===== src/rtl/fifo_read_arbiter_pkg.sv =====
// Shared definitions for the FIFO read-port arbiter: FSM encoding and the
// round-robin search start helper.
package fifo_read_arbiter_pkg;

    typedef enum logic {
        IDLE  = 1'b0,
        BURST = 1'b1
    } arb_state_e;

    // First requester to examine after 'last' won; explicit modulo because
    // the requester count need not be a power of two.
    function automatic int unsigned rr_start(input int unsigned last,
                                             input int unsigned num_req);
        return (last + 1) % num_req;
    endfunction

endpackage


===== src/rtl/fifo_read_arbiter_if.sv =====
// Bundle of request, FIFO read-port and consumer-delivery signals shared
// between the arbiter (master) and its environment (slave).
interface fifo_read_arbiter_if #(
    parameter int NUM_REQ    = 4,
    parameter int DATA_WIDTH = 8,
    parameter int LEN_WIDTH  = 4
);
    // Pop handshake: a FIFO word transfers on every rising CLK edge where
    // R_INC=1; R_INC is only ever asserted while EMPTY=0, and RD_DATA is the
    // word transferred. OUT_VALID/DONE are single-cycle strobes, no back-pressure.
    logic [NUM_REQ-1:0]           REQ;
    logic [NUM_REQ*LEN_WIDTH-1:0] REQ_LEN;
    logic                         EMPTY;
    logic [DATA_WIDTH-1:0]        RD_DATA;
    logic                         R_INC;
    logic [NUM_REQ-1:0]           GNT;
    logic [DATA_WIDTH-1:0]        OUT_DATA;
    logic [NUM_REQ-1:0]           OUT_VALID;
    logic [NUM_REQ-1:0]           DONE;
    logic                         BUSY;

    modport master (
        input  REQ, REQ_LEN, EMPTY, RD_DATA,
        output R_INC, GNT, OUT_DATA, OUT_VALID, DONE, BUSY
    );

    modport slave (
        output REQ, REQ_LEN, EMPTY, RD_DATA,
        input  R_INC, GNT, OUT_DATA, OUT_VALID, DONE, BUSY
    );

endinterface


===== src/rtl/fifo_read_arbiter_rr_pick.sv =====
// Combinational round-robin picker: first set request bit searching upward
// from (last+1) mod NUM_REQ, returned as one-hot and as an index.
module rr_pick
    import fifo_read_arbiter_pkg::*;
#(
    parameter  int NUM_REQ = 4,
    localparam int LAST_W  = $clog2(NUM_REQ)
) (
    input  logic [NUM_REQ-1:0] req,
    input  logic [LAST_W-1:0]  last,
    output logic [NUM_REQ-1:0] win_onehot,
    output logic [LAST_W-1:0]  win_idx,
    output logic               win_valid
);

    int unsigned       start;
    logic [LAST_W-1:0] cand;

    always_comb begin
        win_onehot = '0;
        win_idx    = '0;
        win_valid  = 1'b0;
        cand       = '0;
        start      = rr_start(32'(last), NUM_REQ);
        for (int unsigned k = 0; k < NUM_REQ; k++) begin
            cand = LAST_W'((start + k) % NUM_REQ);
            if (!win_valid && req[cand]) begin
                win_valid        = 1'b1;
                win_idx          = cand;
                win_onehot[cand] = 1'b1;
            end
        end
    end

endmodule


===== src/rtl/fifo_read_arbiter.sv =====
// Round-robin burst sequencer sharing one FIFO read port among NUM_REQ
// consumers; pops only while the FIFO is non-empty and steers each word.
module fifo_read_arbiter
    import fifo_read_arbiter_pkg::*;
#(
    parameter  int NUM_REQ    = 4,
    parameter  int DATA_WIDTH = 8,
    parameter  int LEN_WIDTH  = 4,
    localparam int LAST_W     = $clog2(NUM_REQ)
) (
    input  logic                 CLK,
    input  logic                 RST,
    fifo_read_arbiter_if.master  bus,
    output arb_state_e           dbg_state,
    output logic [LEN_WIDTH-1:0] dbg_cnt,
    output logic [LAST_W-1:0]    dbg_last
);

    arb_state_e            state_q, state_d;
    logic [NUM_REQ-1:0]    gnt_q, gnt_d;
    logic [LAST_W-1:0]     gnt_idx_q, gnt_idx_d;
    logic [LAST_W-1:0]     last_q, last_d;
    logic [LEN_WIDTH-1:0]  cnt_q, cnt_d;
    logic [DATA_WIDTH-1:0] out_data_q, out_data_d;
    logic [NUM_REQ-1:0]    out_valid_q, out_valid_d;
    logic [NUM_REQ-1:0]    done_q, done_d;

    logic [NUM_REQ-1:0]    pick_onehot;
    logic [LAST_W-1:0]     pick_idx;
    logic                  pick_valid;
    logic [LEN_WIDTH-1:0]  pick_len;
    logic                  req_held;
    logic                  rd_en;

    logic [LEN_WIDTH-1:0]  req_len [NUM_REQ];

    for (genvar i = 0; i < NUM_REQ; i++) begin : g_len
        assign req_len[i] = bus.REQ_LEN[i*LEN_WIDTH +: LEN_WIDTH];
    end

    rr_pick #(.NUM_REQ(NUM_REQ)) u_rr_pick (
        .req        (bus.REQ),
        .last       (last_q),
        .win_onehot (pick_onehot),
        .win_idx    (pick_idx),
        .win_valid  (pick_valid)
    );

    // A zero-length request still moves one word.
    assign pick_len = (req_len[pick_idx] == '0) ? LEN_WIDTH'(1) : req_len[pick_idx];
    assign req_held = bus.REQ[gnt_idx_q];
    // RST gating keeps the reset cycle from popping a word nobody will see.
    assign rd_en    = !RST && (state_q == BURST) && req_held && !bus.EMPTY;

    always_ff @(posedge CLK) begin
        if (RST) begin
            state_q     <= IDLE;
            gnt_q       <= '0;
            gnt_idx_q   <= '0;
            last_q      <= LAST_W'(NUM_REQ - 1);
            cnt_q       <= '0;
            out_data_q  <= '0;
            out_valid_q <= '0;
            done_q      <= '0;
        end else begin
            state_q     <= state_d;
            gnt_q       <= gnt_d;
            gnt_idx_q   <= gnt_idx_d;
            last_q      <= last_d;
            cnt_q       <= cnt_d;
            out_data_q  <= out_data_d;
            out_valid_q <= out_valid_d;
            done_q      <= done_d;
        end
    end

    always_comb begin
        state_d     = state_q;
        gnt_d       = gnt_q;
        gnt_idx_d   = gnt_idx_q;
        last_d      = last_q;
        cnt_d       = cnt_q;
        out_data_d  = out_data_q;
        out_valid_d = '0;
        done_d      = '0;
        case (state_q)
            IDLE: begin
                if (pick_valid) begin
                    state_d   = BURST;
                    gnt_d     = pick_onehot;
                    gnt_idx_d = pick_idx;
                    last_d    = pick_idx;
                    cnt_d     = pick_len;
                end
            end
            BURST: begin
                if (!req_held) begin
                    // Abort: requester withdrew; LAST keeps pointing at it.
                    state_d = IDLE;
                    gnt_d   = '0;
                end else if (rd_en) begin
                    out_data_d  = bus.RD_DATA;
                    out_valid_d = gnt_q;
                    cnt_d       = cnt_q - LEN_WIDTH'(1);
                    if (cnt_q == LEN_WIDTH'(1)) begin
                        done_d  = gnt_q;
                        gnt_d   = '0;
                        state_d = IDLE;
                    end
                end
            end
            default: state_d = IDLE;
        endcase
    end

    assign bus.R_INC     = rd_en;
    assign bus.GNT       = gnt_q;
    assign bus.OUT_DATA  = out_data_q;
    assign bus.OUT_VALID = out_valid_q;
    assign bus.DONE      = done_q;
    assign bus.BUSY      = (state_q == BURST);

    assign dbg_state = state_q;
    assign dbg_cnt   = cnt_q;
    assign dbg_last  = last_q;

endmodule


===== src/flat_wrapper.sv =====
// flat-port wrapper written by rule: the top's interface ports become plain ports
module fifo_read_arbiter_flat import fifo_read_arbiter_pkg::*;
#(
    parameter  int NUM_REQ    = 4,
    parameter  int DATA_WIDTH = 8,
    parameter  int LEN_WIDTH  = 4,
    localparam int LAST_W     = $clog2(NUM_REQ)
)
  (CLK, RST, dbg_state, dbg_cnt, dbg_last, bus_REQ, bus_REQ_LEN, bus_EMPTY, bus_RD_DATA, bus_R_INC, bus_GNT, bus_OUT_DATA, bus_OUT_VALID, bus_DONE, bus_BUSY);
  fifo_read_arbiter_if #(.NUM_REQ(NUM_REQ), .DATA_WIDTH(DATA_WIDTH), .LEN_WIDTH(LEN_WIDTH)) bus_i ();
  input  logic CLK;
  input  logic RST;
  output arb_state_e dbg_state;
  output logic [LEN_WIDTH-1:0] dbg_cnt;
  output logic [LAST_W-1:0] dbg_last;
  input wire logic [$bits(bus_i.REQ)-1:0] bus_REQ;
  input wire logic [$bits(bus_i.REQ_LEN)-1:0] bus_REQ_LEN;
  input wire logic [$bits(bus_i.EMPTY)-1:0] bus_EMPTY;
  input wire logic [$bits(bus_i.RD_DATA)-1:0] bus_RD_DATA;
  output wire logic [$bits(bus_i.R_INC)-1:0] bus_R_INC;
  output wire logic [$bits(bus_i.GNT)-1:0] bus_GNT;
  output wire logic [$bits(bus_i.OUT_DATA)-1:0] bus_OUT_DATA;
  output wire logic [$bits(bus_i.OUT_VALID)-1:0] bus_OUT_VALID;
  output wire logic [$bits(bus_i.DONE)-1:0] bus_DONE;
  output wire logic [$bits(bus_i.BUSY)-1:0] bus_BUSY;
  assign bus_i.REQ = bus_REQ;
  assign bus_i.REQ_LEN = bus_REQ_LEN;
  assign bus_i.EMPTY = bus_EMPTY;
  assign bus_i.RD_DATA = bus_RD_DATA;
  assign bus_R_INC = bus_i.R_INC;
  assign bus_GNT = bus_i.GNT;
  assign bus_OUT_DATA = bus_i.OUT_DATA;
  assign bus_OUT_VALID = bus_i.OUT_VALID;
  assign bus_DONE = bus_i.DONE;
  assign bus_BUSY = bus_i.BUSY;
  fifo_read_arbiter #(.NUM_REQ(NUM_REQ), .DATA_WIDTH(DATA_WIDTH), .LEN_WIDTH(LEN_WIDTH)) u_core (.CLK(CLK), .RST(RST), .bus(bus_i), .dbg_state(dbg_state), .dbg_cnt(dbg_cnt), .dbg_last(dbg_last));
endmodule

===== config.mk =====
export PLATFORM = sky130hd
export DESIGN_NAME = fifo_read_arbiter_flat
export DESIGN_NICKNAME = d
export VERILOG_FILES = /design/src/rtl/fifo_read_arbiter_pkg.sv /design/src/rtl/fifo_read_arbiter_if.sv /design/src/rtl/fifo_read_arbiter_rr_pick.sv /design/src/rtl/fifo_read_arbiter.sv /design/src/flat_wrapper.sv
export SDC_FILE = /design/constraint.sdc
export NUM_CORES = 1
export LEC_CHECK = 0
export ABC_AREA = 1
export BUFFER_PORTS_ARGS = -buffer_cell sky130_fd_sc_hd__buf_4
export CORE_MARGIN = 3
export CORE_UTILIZATION = 54
export CTS_CLUSTER_SIZE = 40
export DETAILED_ROUTE_END_ITERATION = 12
export GPL_TIMING_DRIVEN = 0
export PLACE_DENSITY = 0.94
export SYNTH_ARGS = -nofsm -noshare
export SYNTH_HDL_FRONTEND = slang
export SYNTH_SLANG_ARGS = --single-unit

===== constraint.sdc =====
create_clock -name CLK -period 4.5 [get_ports CLK]
set_input_delay 0.675 -clock CLK [delete_from_list [all_inputs] [get_ports CLK]]
set_output_delay 0.675 -clock CLK [all_outputs]
set_load 0.02 [all_outputs]

==> run metrics <==
GP Congestion=around 0.87; Area after DPL=roughly 0.0023 sq mm; Worst EP required=about 4.7 ns; Critical Path Fanout Max=12; Leak Pwr=approximately 1.2 nW; CP cell instances=buf_6 > inv_6 > ha_1 > inv_1 > nand3_1 > nand2_2 > inv_2 > a21oi_1 > nand2_2 > nand3_4 > nand2_1 > nand3_1 > nand2_1 > nand2_1 > nand2_1 > nor2_1 > nor2_1; Worst-path clk slew=about 0.090 ns; # Post-CTS Setup Buffers=0; setup violators final=0; number of global-route vias before repair=~1800; total power=~1.7 mW; Buf+Inv Stages, Crit Path=4; I/O pin count=60; Antenna Nets Post-Route=0; post-CTS sizing=0; area grow syn2layout=29.3%; PnR worst setup slack=between 1.5 and 2 ns; Net Count, Synth=approximately 320; Clock Tree Buf Depth=2; Max-cap violations=0; die height=64.5 um; die area=~0.0042 sq mm; syn avg cell area=slightly below 7 sq um; Max Slew Vio Count=0; Tot GR Track Use=0.220; critical path's top delay family=simple AND/OR/NAND/NOR gates; clk_lat worst skew=between 0.3 and 0.4 ns; worst hold path type=register to register; post-DP HPWL=3670 um; share of cells above drive strength 1=0.285; DRC=0; Iteration-0 DRC Markers=between 60 and 70; cell area after synthesis=0.00185 sq mm; CTS Buf Count=5; final hold slack=between 0.4 and 0.5 ns; Fmax=approximately 0.38 GHz; Post-Synthesis Cells=between 200 and 300; port bufs=between 50 and 60; largest net degree at the start of global routing=13; cts hold-fix bufs=0; WL final=roughly 4600 um; clk sinks=29; Worst path max stage delay=between 0.4 and 0.5 ns; Worst Setup Path Type=register to register; drt via density=roughly 5.2; post-synthesis sequential area ratio=0.314; Post-Place Worst Slack=about 1.9 ns; global route overflow=0; initial antenna violation count=0; commonest cells after routing, fill and taps aside=nand2_1 (73), buf_4 (59), inv_1 (35), dfxtp_1 (29), nand3_1 (26); Yosys cell types=30; starting density of the core=0.586; NumNets Final=380; wire length per cell=approximately 12 um; RSZ-0062 raised after global routing=false; Most common cell on crit path=nand2_1; drt pass-1 iters=4; Yosys warnings=0; signal arrival time at the worst endpoint=2.88 ns; n_diodes=0; first-pass GRT wire length=about 7300 um; synthesized flop and latch total=29; Filler Cells Inserted=259; Slew headroom=0.672; clock skew=around 0.0081 ns; H-tree lvl count=2; die width=~65 um; IR drop worst, VDD=411 uV; CP endpoint kind=register; FP Rows=20; Startpoint Class=register; Final Hold Vio Count=0; Placeable Area=around 0.0032 sq mm; CTS root buf=clkbuf_4; crit path time final=about 2.7 ns; outcome=completed; commonest non-fill, non-tap cell in the layout=nand2_1; total number of vias=1987; CTS tree=yes; fin area=roughly 0.0024 sq mm; PD cells=a little over 700 mW/mm^2; setup TNS=0 ns; fin crit share=0.592; slowest CP cell=dfxtp_1; Tightest Pin Transition=a little under 0.5 ns
-- cell type report --
class	instances	area, sq um	share of cell area
clock buffers	6	41.3	0.0173
inverters	42	164	0.0686
repair buffers	58	435	0.182
clock inverters	2	10.0	0.00419
flip-flops and latches	29	581	0.243
multi-input cells	194	1050	0.438
well taps	44	55.1	0.0230
plain buffers	9	56.3	0.0236
-- stage by stage --
step / util / instances
4_1_cts: 0.758 / 384
6_report: 0.758 / 384
2_1_floorplan: - / 274
5_1_grt: 0.758 / 384
3_3_place_gp: 0.742 / 376
3_5_place_dp: 0.742 / 376
-- tightest hold or removal path: cells and delay by family (launching register included) --
family,cells,cell delay [ns]
simple gates,1,0.06
flops,1,0.32
compound gates,1,0.05
-- final timing paths --
| kind | endpoint | from | slack, ns | depth (start not counted) |
|---|---|---|---|---|
| max | u_core.dbg_cnt[0]$_SDFFE_PP0P_ | u_core.dbg_last[0]$_SDFFE_PP1P_ | 1.83 | 17 |
| min | u_core.bus.OUT_DATA[2]$_SDFFE_PP0P_ | u_core.bus.OUT_DATA[2]$_SDFFE_PP0P_ | 0.46 | 2 |
| max reg2reg | u_core.dbg_cnt[0]$_SDFFE_PP0P_ | u_core.dbg_last[0]$_SDFFE_PP1P_ | 1.83 | 17 |
| min reg2reg | u_core.bus.OUT_DATA[2]$_SDFFE_PP0P_ | u_core.bus.OUT_DATA[2]$_SDFFE_PP0P_ | 0.46 | 2 |
-- sequential cells by signal, summed over array words and instances (netlist names) --
name	count
u_core.bus.DONE	4
u_core.bus.OUT_VALID	4
u_core.bus.GNT	4
u_core.dbg_last	2
u_core.dbg_cnt	4
u_core.gnt_idx_q	2
u_core.bus.OUT_DATA	8
u_core.bus.BUSY	1
-- cell families (layout without fill, tap and decap cells) --
group | Yosys count | after routing | share of synthesized area
AO/OA/AOI/OAI | 35 | 35 | 0.108
adder cells (fa/ha/maj) | 10 | 10 | 0.0677
buffers and inverters | 51 | 117 | 0.119
AND/OR/NAND/NOR | 147 | 147 | 0.382
flip-flops | 29 | 29 | 0.314
XOR/XNOR | 2 | 2 | 0.00948
-- Yosys cell counts --
master     instances  area (sq um)
nand2_4            2          22.5
nor2_4             2          22.5
inv_1             35           131
nand2_1           73           274
o211ai_1           3          22.5
clkinv_2           1          5.00
nor2_1            18          67.6
ha_1              10           125
nor2_2             2          12.5
nand4_1            9          56.3
buf_2              3          15.0
nand2_2            8          50.1
nor3_1             1          5.00
a21oi_1           19          95.1
inv_6              1          8.76
a221oi_1           2          17.5
dfxtp_1           29           581
buf_6              2          22.5
inv_2              5          18.8
xor2_1             2          17.5
o21ai_1            3          15.0
a31oi_1            1          6.26
nand3_4            1          17.5
clkbuf_1           3          11.3
o2111ai_1          2          17.5
nand3b_1           1          7.51
o21ai_0            5          25.0
buf_4              1          7.51
nand3_1           26           130
nand3_2            4          40.0
-- per-layer routing --
| metal | share of wire | GRT usage | up-vias |
|---|---|---|---|
| met5 | 0 | 0 | - |
| met4 | 0.014 | 0.0818 | 0 |
| met3 | 0.052 | 0.0451 | 11 |
| met2 | 0.51 | 0.420 | 64 |
| met1 | 0.42 | 0.234 | 905 |
| li1 | - | - | 1007 |
-- where the power goes --
| group | internal, mW | switching, mW |
|---|---|---|
| Combinational | 0.416 | 0.764 |
| Sequential | 0.309 | 0.0480 |
| Clock | 0.0594 | 0.0868 |
Power figures use the tool's default switching activity.
